===== src/rtl/float_pkg.sv =====
// Shared float/int conversion definitions: default widths, bias, class and
// rounding-mode encodings. Also used by the int-to-float block.
package float_pkg;
   localparam int E_BIT_D     = 8;
   localparam int F_BIT_D     = 23;
   localparam int INT_WIDTH_D = 32;
   localparam int E_REF_D     = 2**(E_BIT_D-1) - 1;

   typedef enum logic [1:0] {
      CLS_ZERO,
      CLS_NORM,
      CLS_INF,
      CLS_NAN
   } f_class_t;

   localparam logic RND_TRUNC = 1'b0;
   localparam logic RND_RNE   = 1'b1;
endpackage


===== src/rtl/float2int_pipe_shift.sv =====
// S2 barrel shifter: aligns {1,f} to the integer point, yielding magnitude,
// guard bit and sticky OR of the remaining fraction.
module f2i_shift
   import float_pkg::*;
#(
   parameter int F_BIT     = F_BIT_D,
   parameter int INT_WIDTH = INT_WIDTH_D,
   parameter int SH_W      = $clog2(INT_WIDTH+1)
)(
   input  logic [F_BIT:0]     i_mant,
   input  logic [SH_W-1:0]    i_shamt,
   input  logic               i_tiny,
   output logic [INT_WIDTH-1:0] o_mag,
   output logic               o_guard,
   output logic               o_sticky
);
   // i_shamt = u+1, so bit F_BIT of w_t is the guard position.
   logic [INT_WIDTH+F_BIT:0] w_t;

   assign w_t      = {{INT_WIDTH{1'b0}}, i_mant} << i_shamt;
   assign o_mag    = i_tiny ? '0   : w_t[INT_WIDTH+F_BIT:F_BIT+1];
   assign o_guard  = i_tiny ? 1'b0 : w_t[F_BIT];
   assign o_sticky = i_tiny ? |i_mant : |w_t[F_BIT-1:0];
endmodule


===== src/rtl/float2int_pipe.sv =====
// Three-stage float to signed integer converter with truncate/RNE rounding,
// saturation and a single global stall enable.
module float2int_pipe
   import float_pkg::*;
#(
   parameter int E_BIT     = E_BIT_D,
   parameter int F_BIT     = F_BIT_D,
   parameter int INT_WIDTH = INT_WIDTH_D
)(
   input  logic                   clk,
   input  logic                   rst_n,
   input  logic                   in_valid,
   output logic                   in_ready,
   input  logic [E_BIT+F_BIT:0]   float_in,
   input  logic                   rnd_mode,
   output logic                   out_valid,
   input  logic                   out_ready,
   output logic [INT_WIDTH-1:0]   int_out,
   output logic                   out_ovf,
   output logic                   out_invalid,
   output logic                   out_inexact
);
   localparam int E_REF = 2**(E_BIT-1) - 1;
   localparam int SH_W  = $clog2(INT_WIDTH+1);
   localparam logic [INT_WIDTH-1:0] INT_MIN = {1'b1, {(INT_WIDTH-1){1'b0}}};
   localparam logic [INT_WIDTH-1:0] INT_MAX = ~INT_MIN;

   logic                  w_en;
   logic                  w_s;
   logic [E_BIT-1:0]      w_e;
   logic [F_BIT-1:0]      w_f;
   logic signed [E_BIT+1:0] w_u;
   f_class_t              w_cls;
   logic [F_BIT:0]        w_mant;
   logic [SH_W-1:0]       w_shamt;
   logic                  w_tiny;

   logic                  r1_valid, r1_sign, r1_tiny, r1_rnd;
   f_class_t              r1_cls;
   logic [F_BIT:0]        r1_mant;
   logic [SH_W-1:0]       r1_shamt;

   logic [INT_WIDTH-1:0]  w_mag;
   logic                  w_guard, w_sticky;

   logic                  r2_valid, r2_sign, r2_rnd, r2_guard, r2_sticky;
   f_class_t              r2_cls;
   logic [INT_WIDTH-1:0]  r2_mag;

   logic                  w_inc, w_povf, w_novf;
   logic [INT_WIDTH:0]    w_rmag;
   logic [INT_WIDTH-1:0]  w_int;
   logic                  w_ovf, w_inv, w_inx;

   logic                  r_oval, r_ovf, r_inv, r_inx;
   logic [INT_WIDTH-1:0]  r_int;

   assign w_en     = out_ready | ~r_oval;
   assign in_ready = w_en;

   // S1: classify and compute the alignment shift
   assign w_s = float_in[E_BIT+F_BIT];
   assign w_e = float_in[E_BIT+F_BIT-1:F_BIT];
   assign w_f = float_in[F_BIT-1:0];
   assign w_u = $signed({2'b00, w_e}) - $signed((E_BIT+2)'(E_REF));

   always_comb begin
      w_cls   = CLS_NORM;
      w_mant  = {1'b1, w_f};
      w_shamt = '0;
      w_tiny  = 1'b0;
      if (w_e == '0) begin
         w_cls  = CLS_ZERO;
         w_mant = '0;
      end else if (&w_e) begin
         w_cls  = (w_f == '0) ? CLS_INF : CLS_NAN;
         w_mant = '0;
      end else if (int'(w_u) >= INT_WIDTH) begin
         // Out of range regardless of rounding: saturate like an infinity.
         w_cls  = CLS_INF;
         w_mant = '0;
      end else if (int'(w_u) < -1) begin
         w_tiny = 1'b1;
      end else begin
         w_shamt = SH_W'(int'(w_u) + 1);
      end
   end

   always_ff @(posedge clk or negedge rst_n) begin
      if (!rst_n) begin
         r1_valid <= 1'b0;
         r1_sign  <= 1'b0;
         r1_tiny  <= 1'b0;
         r1_rnd   <= RND_TRUNC;
         r1_cls   <= CLS_ZERO;
         r1_mant  <= '0;
         r1_shamt <= '0;
      end else if (w_en) begin
         r1_valid <= in_valid;
         r1_sign  <= w_s;
         r1_tiny  <= w_tiny;
         r1_rnd   <= rnd_mode;
         r1_cls   <= w_cls;
         r1_mant  <= w_mant;
         r1_shamt <= w_shamt;
      end
   end

   f2i_shift #(
      .F_BIT     (F_BIT),
      .INT_WIDTH (INT_WIDTH),
      .SH_W      (SH_W)
   ) u_shift (
      .i_mant   (r1_mant),
      .i_shamt  (r1_shamt),
      .i_tiny   (r1_tiny),
      .o_mag    (w_mag),
      .o_guard  (w_guard),
      .o_sticky (w_sticky)
   );

   always_ff @(posedge clk or negedge rst_n) begin
      if (!rst_n) begin
         r2_valid  <= 1'b0;
         r2_sign   <= 1'b0;
         r2_rnd    <= RND_TRUNC;
         r2_guard  <= 1'b0;
         r2_sticky <= 1'b0;
         r2_cls    <= CLS_ZERO;
         r2_mag    <= '0;
      end else if (w_en) begin
         r2_valid  <= r1_valid;
         r2_sign   <= r1_sign;
         r2_rnd    <= r1_rnd;
         r2_guard  <= w_guard;
         r2_sticky <= w_sticky;
         r2_cls    <= r1_cls;
         r2_mag    <= w_mag;
      end
   end

   // S3: round, range-check after the carry, then negate or saturate
   assign w_inc  = (r2_rnd == RND_RNE) & r2_guard & (r2_sticky | r2_mag[0]);
   assign w_rmag = {1'b0, r2_mag} + (INT_WIDTH+1)'(w_inc);
   assign w_povf = w_rmag[INT_WIDTH] | w_rmag[INT_WIDTH-1];
   assign w_novf = w_rmag[INT_WIDTH] | (w_rmag[INT_WIDTH-1] & (|w_rmag[INT_WIDTH-2:0]));

   always_comb begin
      w_int = '0;
      w_ovf = 1'b0;
      w_inv = 1'b0;
      w_inx = 1'b0;
      case (r2_cls)
         CLS_NAN:  w_inv = 1'b1;
         CLS_INF: begin
            w_int = r2_sign ? INT_MIN : INT_MAX;
            w_ovf = 1'b1;
         end
         CLS_NORM: begin
            if (r2_sign ? w_novf : w_povf) begin
               w_int = r2_sign ? INT_MIN : INT_MAX;
               w_ovf = 1'b1;
            end else begin
               w_int = r2_sign ? (~w_rmag[INT_WIDTH-1:0] + 1'b1) : w_rmag[INT_WIDTH-1:0];
               w_inx = r2_guard | r2_sticky;
            end
         end
         default: ;
      endcase
   end

   always_ff @(posedge clk or negedge rst_n) begin
      if (!rst_n) begin
         r_oval <= 1'b0;
         r_int  <= '0;
         r_ovf  <= 1'b0;
         r_inv  <= 1'b0;
         r_inx  <= 1'b0;
      end else if (w_en) begin
         r_oval <= r2_valid;
         r_int  <= w_int;
         r_ovf  <= w_ovf;
         r_inv  <= w_inv;
         r_inx  <= w_inx;
      end
   end

   assign out_valid   = r_oval;
   assign int_out     = r_int;
   assign out_ovf     = r_ovf;
   assign out_invalid = r_inv;
   assign out_inexact = r_inx;
endmodule

===== config.mk =====
export PLATFORM = sky130hd
export DESIGN_NAME = float2int_pipe
export DESIGN_NICKNAME = d
export VERILOG_FILES = /design/src/rtl/float_pkg.sv /design/src/rtl/float2int_pipe_shift.sv /design/src/rtl/float2int_pipe.sv
export SDC_FILE = /design/constraint.sdc
export NUM_CORES = 1
export LEC_CHECK = 0
export ABC_CLOCK_PERIOD_IN_PS = 5000
export CORE_UTILIZATION = 59
export CTS_CLUSTER_DIAMETER = 30
export DETAILED_ROUTE_END_ITERATION = 16
export PLACE_DENSITY = 0.81
export REMOVE_ABC_BUFFERS = 1
export SYNTH_ARGS = -nofsm -noshare
export SYNTH_HDL_FRONTEND = slang
export SYNTH_HIERARCHICAL = 1
export SYNTH_SLANG_ARGS = --single-unit

===== constraint.sdc =====
create_clock -name clk -period 5 [get_ports clk]
set_input_delay 0.5 -clock clk [delete_from_list [all_inputs] [get_ports clk]]
set_output_delay 0.5 -clock clk [all_outputs]
set_load 0.01 [all_outputs]

* Word-level counts from Yosys, hierarchy flattened
Cells that the tools add are included.
Cells by class: add/sub/neg operators 4, order comparisons 2, eq/ne operators 3, shift-type cells 1, mux-type cells 28, bitwise logic cells 10, reductions and logical operators 6
Operator list (count):
- 32-bit 2-to-1 mux | 4
- 24-bit 2-to-1 mux | 3
- 32-bit one-hot mux with 2 select lines | 1
- 24-bit by 6-bit left shift with 56-bit output | 1
- 32-bit by 1-bit adder with 33-bit output | 1
- 32-bit by 1-bit adder with 32-bit output (second input constant) | 1
- 32-bit NOT | 1
- 31-bit OR reduction | 1
- 6-bit 2-to-1 mux | 4
- 24-bit OR reduction | 1
- 23-bit logical NOT | 1
- 23-bit OR reduction | 1
- 1-bit 2-to-1 mux | 12
- 9-bit by 7-bit >= comparator with 1-bit output (second input constant) | 1
- 9-bit by 1-bit less-than comparator with 1-bit output (second input constant) | 1
- 8-bit by 7-bit subtractor with 9-bit output (second input constant) | 1
- 8-bit logical NOT | 1
- 8-bit AND reduction | 1
- 6-bit by 2-bit adder with 6-bit output (second input constant) | 1
- 2-bit 2-to-1 mux | 3
- 1-bit bitwise OR | 5
- 2-bit equality test (second input constant) | 2
- 1-bit AND | 3
- 2-bit by 1-bit equality test with 1-bit output (second input constant) | 1
- 2 further kinds | 2
Word-level totals: flip-flop bits (word level) 111, bits of input ports 37, output and inout port bits 37, logic and storage cells 73

* Longest topological paths before layout
Gate-level depths: netlist of the first run.
depth in word-level cells 9, depth in mapped cells 14, depth with buffers taken out 13

* By module
Netlist of the first run, hierarchy kept.
Modules (own cells, without submodules):
- float2int_pipe | times used 1, cells each 729, area each 6538.8 µm², seq. area each 2777.7 µm²
- f2i_shift | times used 1, cells each 284, area each 2021.9 µm², seq. area each 0.0 µm²

* Worst setup path before layout of the first run
No wires, ideal clock.
path type reg-to-reg, start register r2_sticky, end register r_int[0], in the netlist int_out[0], library setup time 0.126 ns, data arrival time 3.448 ns, required time 4.874 ns, setup slack 1.426 ns, cell stages (with the launch flop) 14, buffers on the path 1, clock period less this slack 3.574 ns, cells stage by stage dfrtp_1 -> o211a_1 -> ha_1 -> ha_1 -> nand3_1 -> or2_2 -> o31a_1 -> nor4_2 -> nand3_1 -> or4_4 -> o21ai_4 -> buf_6 -> nand2_1 -> a221o_1
Between the ends: longest elaborated chain between the ends 9, elaborated cells on any way between the ends 13, classes of those cells add/sub: 2; mux: 4; bitwise: 6; reduce/logical: 1
RTL lines:
- start, declared | RTL line float2int_pipe.sv:46 | logic r2_valid, r2_sign, r2_rnd, r2_guard, r2_sticky;
- start signal, assigned | RTL line float2int_pipe.sv:136 | r2_sticky <= w_sticky;
- 1-bit bitwise OR * | RTL line float2int_pipe.sv:143 | assign w_inc = (r2_rnd == RND_RNE) & r2_guard & (r2_sticky | r2_mag[0]);
- 1-bit AND * | RTL line float2int_pipe.sv:143
- 32-bit by 1-bit adder with 33-bit output * | RTL line float2int_pipe.sv:144 | assign w_rmag = {1'b0, r2_mag} + (INT_WIDTH+1)'(w_inc);
- parallel branches: the longest is 4 deep, another holds 32-bit by 1-bit adder with 32-bit output
- 32-bit 2-to-1 mux * | RTL line float2int_pipe.sv:160 | if (r2_sign ? w_novf : w_povf) begin
- 32-bit one-hot mux with 2 select lines * | RTL line float2int_pipe.sv:153 | case (r2_cls)
- end signal, assigned | RTL line float2int_pipe.sv:181 | r_int <= w_int;
- end, declared | RTL line float2int_pipe.sv:56 | logic [INT_WIDTH-1:0] r_int;
Every way passes the cells marked *. A chain may end at the register's enable or synchronous reset.

* Worst setup path after layout of the first run
start register r2_sticky, end register r_int[15], in the netlist int_out[15]
The elaborated chain is that of the path after synthesis.

==> impl_metrics.json, run 1 <==
{
  "num_antenna_cells": 0,
  "combPwrFrac": 0.523,
  "first_global_vias": 7301,
  "timing.setup.tns_ps": 0,
  "final_net_count": 1080,
  "layout_worst_path_cycle_share": 0.823,
  "seqPwrFrac": 0.318,
  "drv_cap": 0,
  "io_buffers": 73,
  "timing_worst_setup_path_type": "reg -> reg",
  "sink_count": 111,
  "drc_errors": 0,
  "layout.cells.most_common": "sky130_fd_sc_hd__nand2_1",
  "synthCells": 1013,
  "synth_top_flop_cell": "sky130_fd_sc_hd__dfrtp_1",
  "share_of_the_yosys_chip_area_belonging_to_registers": 0.324,
  "pwr-share-clk": 0.159,
  "rsz_0062_raised_after_global_routing": "no",
  "cts_hold_buffers": 0,
  "gp_congestion": 0.957,
  "floorplan.initialDensity": 0.610,
  "static-leakage-power_nw": 4.08,
  "grt_usage": 0.314,
  "report.final.setup_viol": 0,
  "worstMarginPinSlew_ps": 1080,
  "fin_worst_skew_ps": 9.20,
  "post-place-cells": 1202,
  "post_cts.resized_instances": 0,
  "async_flop_share": 1.00,
  "synth-warning-count": 6,
  "routed_via_density": 6.40,
  "cts_post_setup_buffers_inserted": 0,
  "postRouteWirelength_um": 22000,
  "die_area_mm2": 0.0150,
  "routed_wire_length_per_instance_um": 18.0,
  "post_route_cells_drive_above_1_share": 0.0877,
  "synth-seq-cells": 111,
  "cell_at_the_root_of_the_clock_tree": "sky130_fd_sc_hd__clkbuf_16",
  "grt_pass1_wl_um": 37000,
  "endpoint_kind_of_the_worst_setup_timing_path": "register",
  "netlist_area_mm2": 0.00856,
  "period_needed_ps": 4120,
  "cp.required_ps": 5250,
  "total_switching_power_mw": 2.02,
  "pre_cts_slack_ps": 925,
  "power.density_cell_area_mw_per_mm2": 481,
  "hold_violations": 0,
  "grt_max_degree": 74,
  "first_iter_violations": 638,
  "maxSlewHeadroom": 0.283,
  "ir_drop_mv": 0.218,
  "clock_insertion_delay_worst_skew_ps": 370,
  "setup_slack_ps": 883,
  "die_w_um": 122,
  "grt_overflow_total": 0,
  "cts_tree": "done",
  "clk_transition_reported_paths_ps": 80,
  "top_level_ports": 74,
  "die_height_um": 122,
  "fmaxAchievable_mhz": 243,
  "initial_antenna_violation_count": 0,
  "dp.final_hpwl_um": 16500,
  "cts_inserted_buffers": 9,
  "status": "finished, final reports clean",
  "vias": 7800,
  "worstSetupStartpointType": "register",
  "cts.htree.levels": 3,
  "worst_hold_path_type": "in -> async",
  "areaGrowthSynthToFinish_pct": 11.7,
  "rrSetupSlack_ps": 880,
  "design.core.area_mm2": 0.0140,
  "bufs_on_longest_clock_path": 2,
  "internal-power_mw": 2.58,
  "rr_startpoint": "r2_sticky$_DFFE_PN0P_",
  "number_of_synthesized_flops_with_an_enable_pin": 0,
  "layout.cells.most_common_list": "213 x sky130_fd_sc_hd__nand2_1, 111 x sky130_fd_sc_hd__dfrtp_1, 72 x sky130_fd_sc_hd__nor2_1, 72 x sky130_fd_sc_hd__clkdlybuf4s50_1, 45 x sky130_fd_sc_hd__a21oi_1",
  "ant_nets": 0,
  "rows": 43,
  "power.share.switching": 0.439,
  "post_synth_num_cell_types": 78,
  "worstPathMaxFanout": 20,
  "final_cell_count_no_fill": 1218,
  "first_pass_iters": 5,
  "synth.avg_cell_area_um2": 8.45,
  "crit_arrival_ps": 4360,
  "startpoint": "r2_sticky$_DFFE_PN0P_",
  "finalMaxSlewViolations": 0
}
-- metal layers --
| metal | wire length [µm] | share of wire | GRT usage | vias up |
|---|---|---|---|---|
| li1 | - | - | - | 3759 |
| met1 | 9690 | 0.44 | 0.408 | 3724 |
| met2 | 10500 | 0.48 | 0.515 | 258 |
| met3 | 784 | 0.036 | 0.0302 | 59 |
| met4 | 986 | 0.045 | 0.175 | 0 |
| met5 | 0 | 0 | 0 | - |
-- worst paths after layout --
path | to | depth (start not counted)
hold reg to reg | r2_valid$_DFFE_PN0P_ | 2
min in group clk | r2_valid$_DFFE_PN0P_ | 2
hold / removal | int_out[29]$_DFFE_PN0P_ | 1
max in group asynchronous | out_valid$_DFFE_PN0P_ | 2
setup / recovery | int_out[15]$_DFFE_PN0P_ | 12
setup reg to reg | int_out[15]$_DFFE_PN0P_ | 12
-- layout make-up --
cell class | instances | area, µm²
tap | 180 | 225
inverter | 16 | 60.1
fill | 1207 | 4480
multi-input combinational | 809 | 5370
clock inverter | 7 | 75.1
timing repair buffer | 86 | 826
clock buffer | 9 | 225
sequential | 111 | 2780
-- registers in the layout (all words and copies together), names as in the netlist --
name and cells:
r2_sticky 1, r2_valid 1, out_valid 1, r1_cls 2, out_inexact 1, out_invalid 1, r2_cls 2, r1_rnd 1
r2_rnd 1, int_out 32, r2_guard 1, r1_tiny 1, r1_sign 1, out_ovf 1, r1_valid 1, r1_mant 24
r1_shamt 6, r2_mag 32, r2_sign 1
-- through the flow --
| stage | hold slack, ps | utilization | instance area, µm² | total power, mW |
|---|---|---|---|---|
| after floorplan | 204 | - | 8200 | 3.01 |
| after global placement | 443 | 0.659 | 9260 | 3.80 |
| after detailed placement | 448 | 0.659 | 9260 | 3.84 |
| after CTS | 289 | 0.681 | 9560 | 4.58 |
| after global routing | 337 | 0.681 | 9560 | 4.92 |
| final | 223 | 0.681 | 9560 | 4.60 |
-- worst max-delay path: stages (launching register included) --
cell and delay [ps]:
sky130_fd_sc_hd__dfrtp_1 370, sky130_fd_sc_hd__o211a_1 160, sky130_fd_sc_hd__ha_1 310, sky130_fd_sc_hd__ha_1 220, sky130_fd_sc_hd__nand3_1 210, sky130_fd_sc_hd__or2_2 410, sky130_fd_sc_hd__nor4_1 340, sky130_fd_sc_hd__xnor2_1 290
sky130_fd_sc_hd__nand4_1 170, sky130_fd_sc_hd__or4_4 590, sky130_fd_sc_hd__o21ai_4 460, sky130_fd_sc_hd__nand2_1 120, sky130_fd_sc_hd__a221o_1 340
-- Yosys cell counts, types with 4 or more instances --
library cell	count	area [µm²]
sky130_fd_sc_hd__a211oi_1	5	37.5
sky130_fd_sc_hd__a21o_1	6	45.0
sky130_fd_sc_hd__a21oi_1	45	225
sky130_fd_sc_hd__a221o_1	23	230
sky130_fd_sc_hd__a22o_1	30	263
sky130_fd_sc_hd__a22oi_1	14	105
sky130_fd_sc_hd__a31oi_1	7	43.8
sky130_fd_sc_hd__a32oi_1	6	52.6
sky130_fd_sc_hd__and2_1	10	62.6
sky130_fd_sc_hd__and3_1	7	43.8
sky130_fd_sc_hd__and4_1	5	43.8
sky130_fd_sc_hd__buf_1	12	45.0
sky130_fd_sc_hd__buf_2	15	75.1
sky130_fd_sc_hd__buf_4	6	45.0
sky130_fd_sc_hd__buf_6	4	45.0
sky130_fd_sc_hd__clkbuf_1	40	150
sky130_fd_sc_hd__dfrtp_1	111	2780
sky130_fd_sc_hd__ha_1	10	125
sky130_fd_sc_hd__inv_1	14	52.6
sky130_fd_sc_hd__mux2_2	14	158
sky130_fd_sc_hd__mux2i_1	20	200
sky130_fd_sc_hd__mux4_2	20	450
sky130_fd_sc_hd__nand2_1	213	800
sky130_fd_sc_hd__nand2b_1	11	68.8
sky130_fd_sc_hd__nand3_1	27	135
sky130_fd_sc_hd__nand4_1	17	106
sky130_fd_sc_hd__nor2_1	72	270
sky130_fd_sc_hd__nor2b_1	10	62.6
sky130_fd_sc_hd__nor3_1	17	85.1
sky130_fd_sc_hd__nor4_1	22	138
sky130_fd_sc_hd__o2111ai_1	4	35.0
sky130_fd_sc_hd__o211ai_1	6	45.0
sky130_fd_sc_hd__o21a_1	4	30.0
sky130_fd_sc_hd__o21ai_0	34	170
sky130_fd_sc_hd__o21ai_1	12	60.1
sky130_fd_sc_hd__o22a_1	8	70.1
sky130_fd_sc_hd__o22ai_1	6	37.5
sky130_fd_sc_hd__o31ai_1	4	30.0
sky130_fd_sc_hd__o41ai_1	7	61.3
sky130_fd_sc_hd__or2_2	5	31.3
sky130_fd_sc_hd__xnor2_1	29	254
sky130_fd_sc_hd__xor2_1	29	254
-- cell families (layout without fill, tap and decap cells) --
kind of cell,after synthesis,in the layout,synth area share
AO/OA/AOI/OAI,245,245,0.209
XOR/XNOR,58,58,0.0593
adder cells (fa/ha/maj),10,10,0.0146
buffers and inverters,93,118,0.0491
flip-flops,111,111,0.324
multiplexers,57,57,0.100
AND/OR/NAND/NOR,439,439,0.243
-- power by group through the flow --
stage	logic (mW)	registers [mW]	clock network, mW
after global routing	2.63	1.51	0.779
after CTS	2.38	1.46	0.744
final	2.40	1.46	0.732
after floorplan	1.53	1.48	0
after global placement	2.34	1.46	0
after detailed placement	2.37	1.47	0
No activity file was read; power rests on OpenSTA's default activity.
==> inputs of run 2 (changes only) <==
--- a/config.mk
+++ b/config.mk
@@ -5,11 +5,11 @@
 export SDC_FILE = /design/constraint.sdc
 export NUM_CORES = 1
 export LEC_CHECK = 0
-export ABC_CLOCK_PERIOD_IN_PS = 5000
-export CORE_UTILIZATION = 59
+export ABC_CLOCK_PERIOD_IN_PS = 3600
+export CORE_UTILIZATION = 54
 export CTS_CLUSTER_DIAMETER = 30
 export DETAILED_ROUTE_END_ITERATION = 16
-export PLACE_DENSITY = 0.81
+export PLACE_DENSITY = 0.78
 export REMOVE_ABC_BUFFERS = 1
 export SYNTH_ARGS = -nofsm -noshare
 export SYNTH_HDL_FRONTEND = slang
==> constraint.sdc (replaced) <==
create_clock -name clk -period 3.6 [get_ports clk]
set_input_delay 0.36 -clock clk [delete_from_list [all_inputs] [get_ports clk]]
set_output_delay 0.36 -clock clk [all_outputs]
set_load 0.01 [all_outputs]
==> run 2 against run 1 <==
  * Flip-flop and latch count stayed put
  * Largest cell class unchanged
  * Global-route usage is 2.0 points lower
  * Critical path type unchanged
  * First-iteration DRC count is 3.0% higher
==> impl_metrics.json, run 2 (synthesized netlist as in run 1, its figures left out) <==
{
  "grt_max_degree": 71,
  "total_chip_power_mw": 6.71,
  "static-leakage-power_nw": 4.46,
  "post_route_cells_drive_above_1_share": 0.154,
  "finalHoldWorstSlack_ps": 100,
  "fin_area_mm2": 0.0102,
  "status": "finished, final reports clean",
  "floorplan.initialDensity": 0.559,
  "grt_overflow_total": 0,
  "worst_path_largest_cell_delay_ps": 600,
  "num_antenna_cells": 0,
  "rr_startpoint": "r2_mag[7]$_DFFE_PN0P_",
  "layout.cells.most_common_list": "212 x sky130_fd_sc_hd__nand2_1, 111 x sky130_fd_sc_hd__dfrtp_1, 72 x sky130_fd_sc_hd__clkdlybuf4s50_1, 70 x sky130_fd_sc_hd__nor2_1, 69 x sky130_fd_sc_hd__buf_4",
  "clk_transition_reported_paths_ps": 80,
  "startpoint": "r2_mag[7]$_DFFE_PN0P_",
  "path_buf_inv": 1,
  "cp.required_ps": 3850,
  "grt_usage": 0.294,
  "final_net_count": 1141,
  "timing.setup.tns_ps": 0,
  "clock_insertion_delay_worst_skew_ps": 370,
  "fin_worst_skew_ps": 12.3,
  "cell_at_the_root_of_the_clock_tree": "sky130_fd_sc_hd__clkbuf_16",
  "period_needed_ps": 3570,
  "layout_worst_path_cycle_share": 0.991,
  "finalMaxSlewViolations": 0,
  "worst_path_dominant_cell_family": "simple AND/OR/NAND/NOR gates",
  "worstMarginPinSlew_ps": 826,
  "die_w_um": 128,
  "first_pass_iters": 5,
  "die_height_um": 128,
  "vias": 8159,
  "ant_nets": 0,
  "power.density_cell_area_mw_per_mm2": 655,
  "first_global_vias": 7623,
  "hold_violations": 0,
  "layout.core_utilization": 0.669,
  "design.core.area_mm2": 0.0153,
  "routed_wire_length_per_instance_um": 17.9,
  "setup_slack_ps": 31.9,
  "endpoint_kind_of_the_worst_setup_timing_path": "register",
  "crit_arrival_ps": 3820,
  "cts_tree": "done",
  "sink_count": 111,
  "initial_antenna_violation_count": 0,
  "routed_via_density": 6.23,
  "worstPathMaxFanout": 13,
  "cts.htree.levels": 3,
  "worst_path_most_repeated_cell": "sky130_fd_sc_hd__nand2_1",
  "worst_hold_path_type": "in -> async",
  "rsz_0062_raised_after_global_routing": "yes",
  "areaGrowthSynthToFinish_pct": 19.6,
  "pre_cts_slack_ps": -14.4,
  "rows": 45,
  "gp_congestion": 1.00,
  "post-place-cells": 1285,
  "bufs_on_longest_clock_path": 2,
  "slowest_stage": "sky130_fd_sc_hd__or3_1",
  "rrSetupSlack_ps": 30,
  "worstSetupStartpointType": "register",
  "drv_cap": 0,
  "die_area_mm2": 0.0164,
  "maxSlewHeadroom": 0.449,
  "worstSetupPathDepth": 10,
  "dp.final_hpwl_um": 17400,
  "worstPathCellList": "nand2_1 > or3_1 > o31a_1 > nor4_4 > nand3_1 > or4_4 > o21ai_4 > clkbuf_16 > nand2_1 > a221o_1",
  "reg2reg_depth": 10,
  "cts_inserted_buffers": 9,
  "io_buffers": 73,
  "first_iter_violations": 657,
  "cts_hold_buffers": 0,
  "postRouteWirelength_um": 23400,
  "worst_setup_path_endpoint": "int_out[17]$_DFFE_PN0P_",
  "drc_errors": 0,
  "report.final.setup_viol": 0,
  "fmaxAchievable_mhz": 280,
  "postPlaceCellArea_mm2": 0.00973,
  "ir_drop_mv": 0.301,
  "reg2reg_to": "int_out[17]$_DFFE_PN0P_",
  "top_level_ports": 74,
  "timing_worst_setup_path_type": "reg -> reg",
  "final_cell_count_no_fill": 1310,
  "grt_pass1_wl_um": 38100,
  "layout.cells.most_common": "sky130_fd_sc_hd__nand2_1"
}
[run 2: changes by cell type in the layout (fill, tap and decap cells not counted), moves of 2 or more]
cell                         before  now
sky130_fd_sc_hd__buf_12           0    3
sky130_fd_sc_hd__buf_4           14   69
sky130_fd_sc_hd__buf_6            0    2
sky130_fd_sc_hd__clkinvlp_4       0    2
sky130_fd_sc_hd__ha_1            10    8
sky130_fd_sc_hd__nor2_1          72   70
sky130_fd_sc_hd__nor4_1          22   18
sky130_fd_sc_hd__nor4_4           1    4
sky130_fd_sc_hd__o21ai_2          0    2
sky130_fd_sc_hd__o41ai_1          7    5
sky130_fd_sc_hd__o41ai_2          1    3
[run 2: layer usage]
| metal | GRT usage | routed length (µm) | up-vias |
|---|---|---|---|
| met1 | 0.361 | 9910 | 3902 |
| met4 | 0.175 | 1200 | 0 |
| met3 | 0.0363 | 970 | 78 |
| met2 | 0.499 | 11300 | 300 |
| met5 | 0 | 0 | - |
| li1 | - | - | 3879 |
[run 2: where the power goes]
group          internal [mW]  switching (mW)  leakage (nW)
Sequential              1.59           0.333          1.46
Combinational           1.75            2.04          2.86
Clock                  0.487           0.513         0.134
Total                   3.82            2.88          4.46
[run 2: worst min-delay path by stage]
stage	start	end	slack, ps	cells past startpoint
after floorplan	rst_n	int_out[0]$_DFFE_PN0P_	60	0
after global placement	r2_valid$_DFFE_PN0P_	out_valid$_DFFE_PN0P_	440	1
after detailed placement	r2_valid$_DFFE_PN0P_	out_valid$_DFFE_PN0P_	450	1
after CTS	rst_n	int_out[26]$_DFFE_PN0P_	120	1
after global routing	rst_n	r1_mant[19]$_DFFE_PN0P_	170	1
final	rst_n	int_out[24]$_DFFE_PN0P_	100	1
[run 2: what timing repair did]
item,in CTS,in global routing
cloned,0,1
pin swaps,0,11
endpoints found under the setup margin,16,32
buffers inserted,0,8
resized for setup,3,28
[run 2: area by class of cell]
class,count,area [µm²]
multi-input cells,809,5500
fillers,1286,5070
flip-flops and latches,111,2780
repair buffers,147,1350
well taps,211,264
clock buffers,10,229
clock inverters,6,60.1
inverters,16,60.1
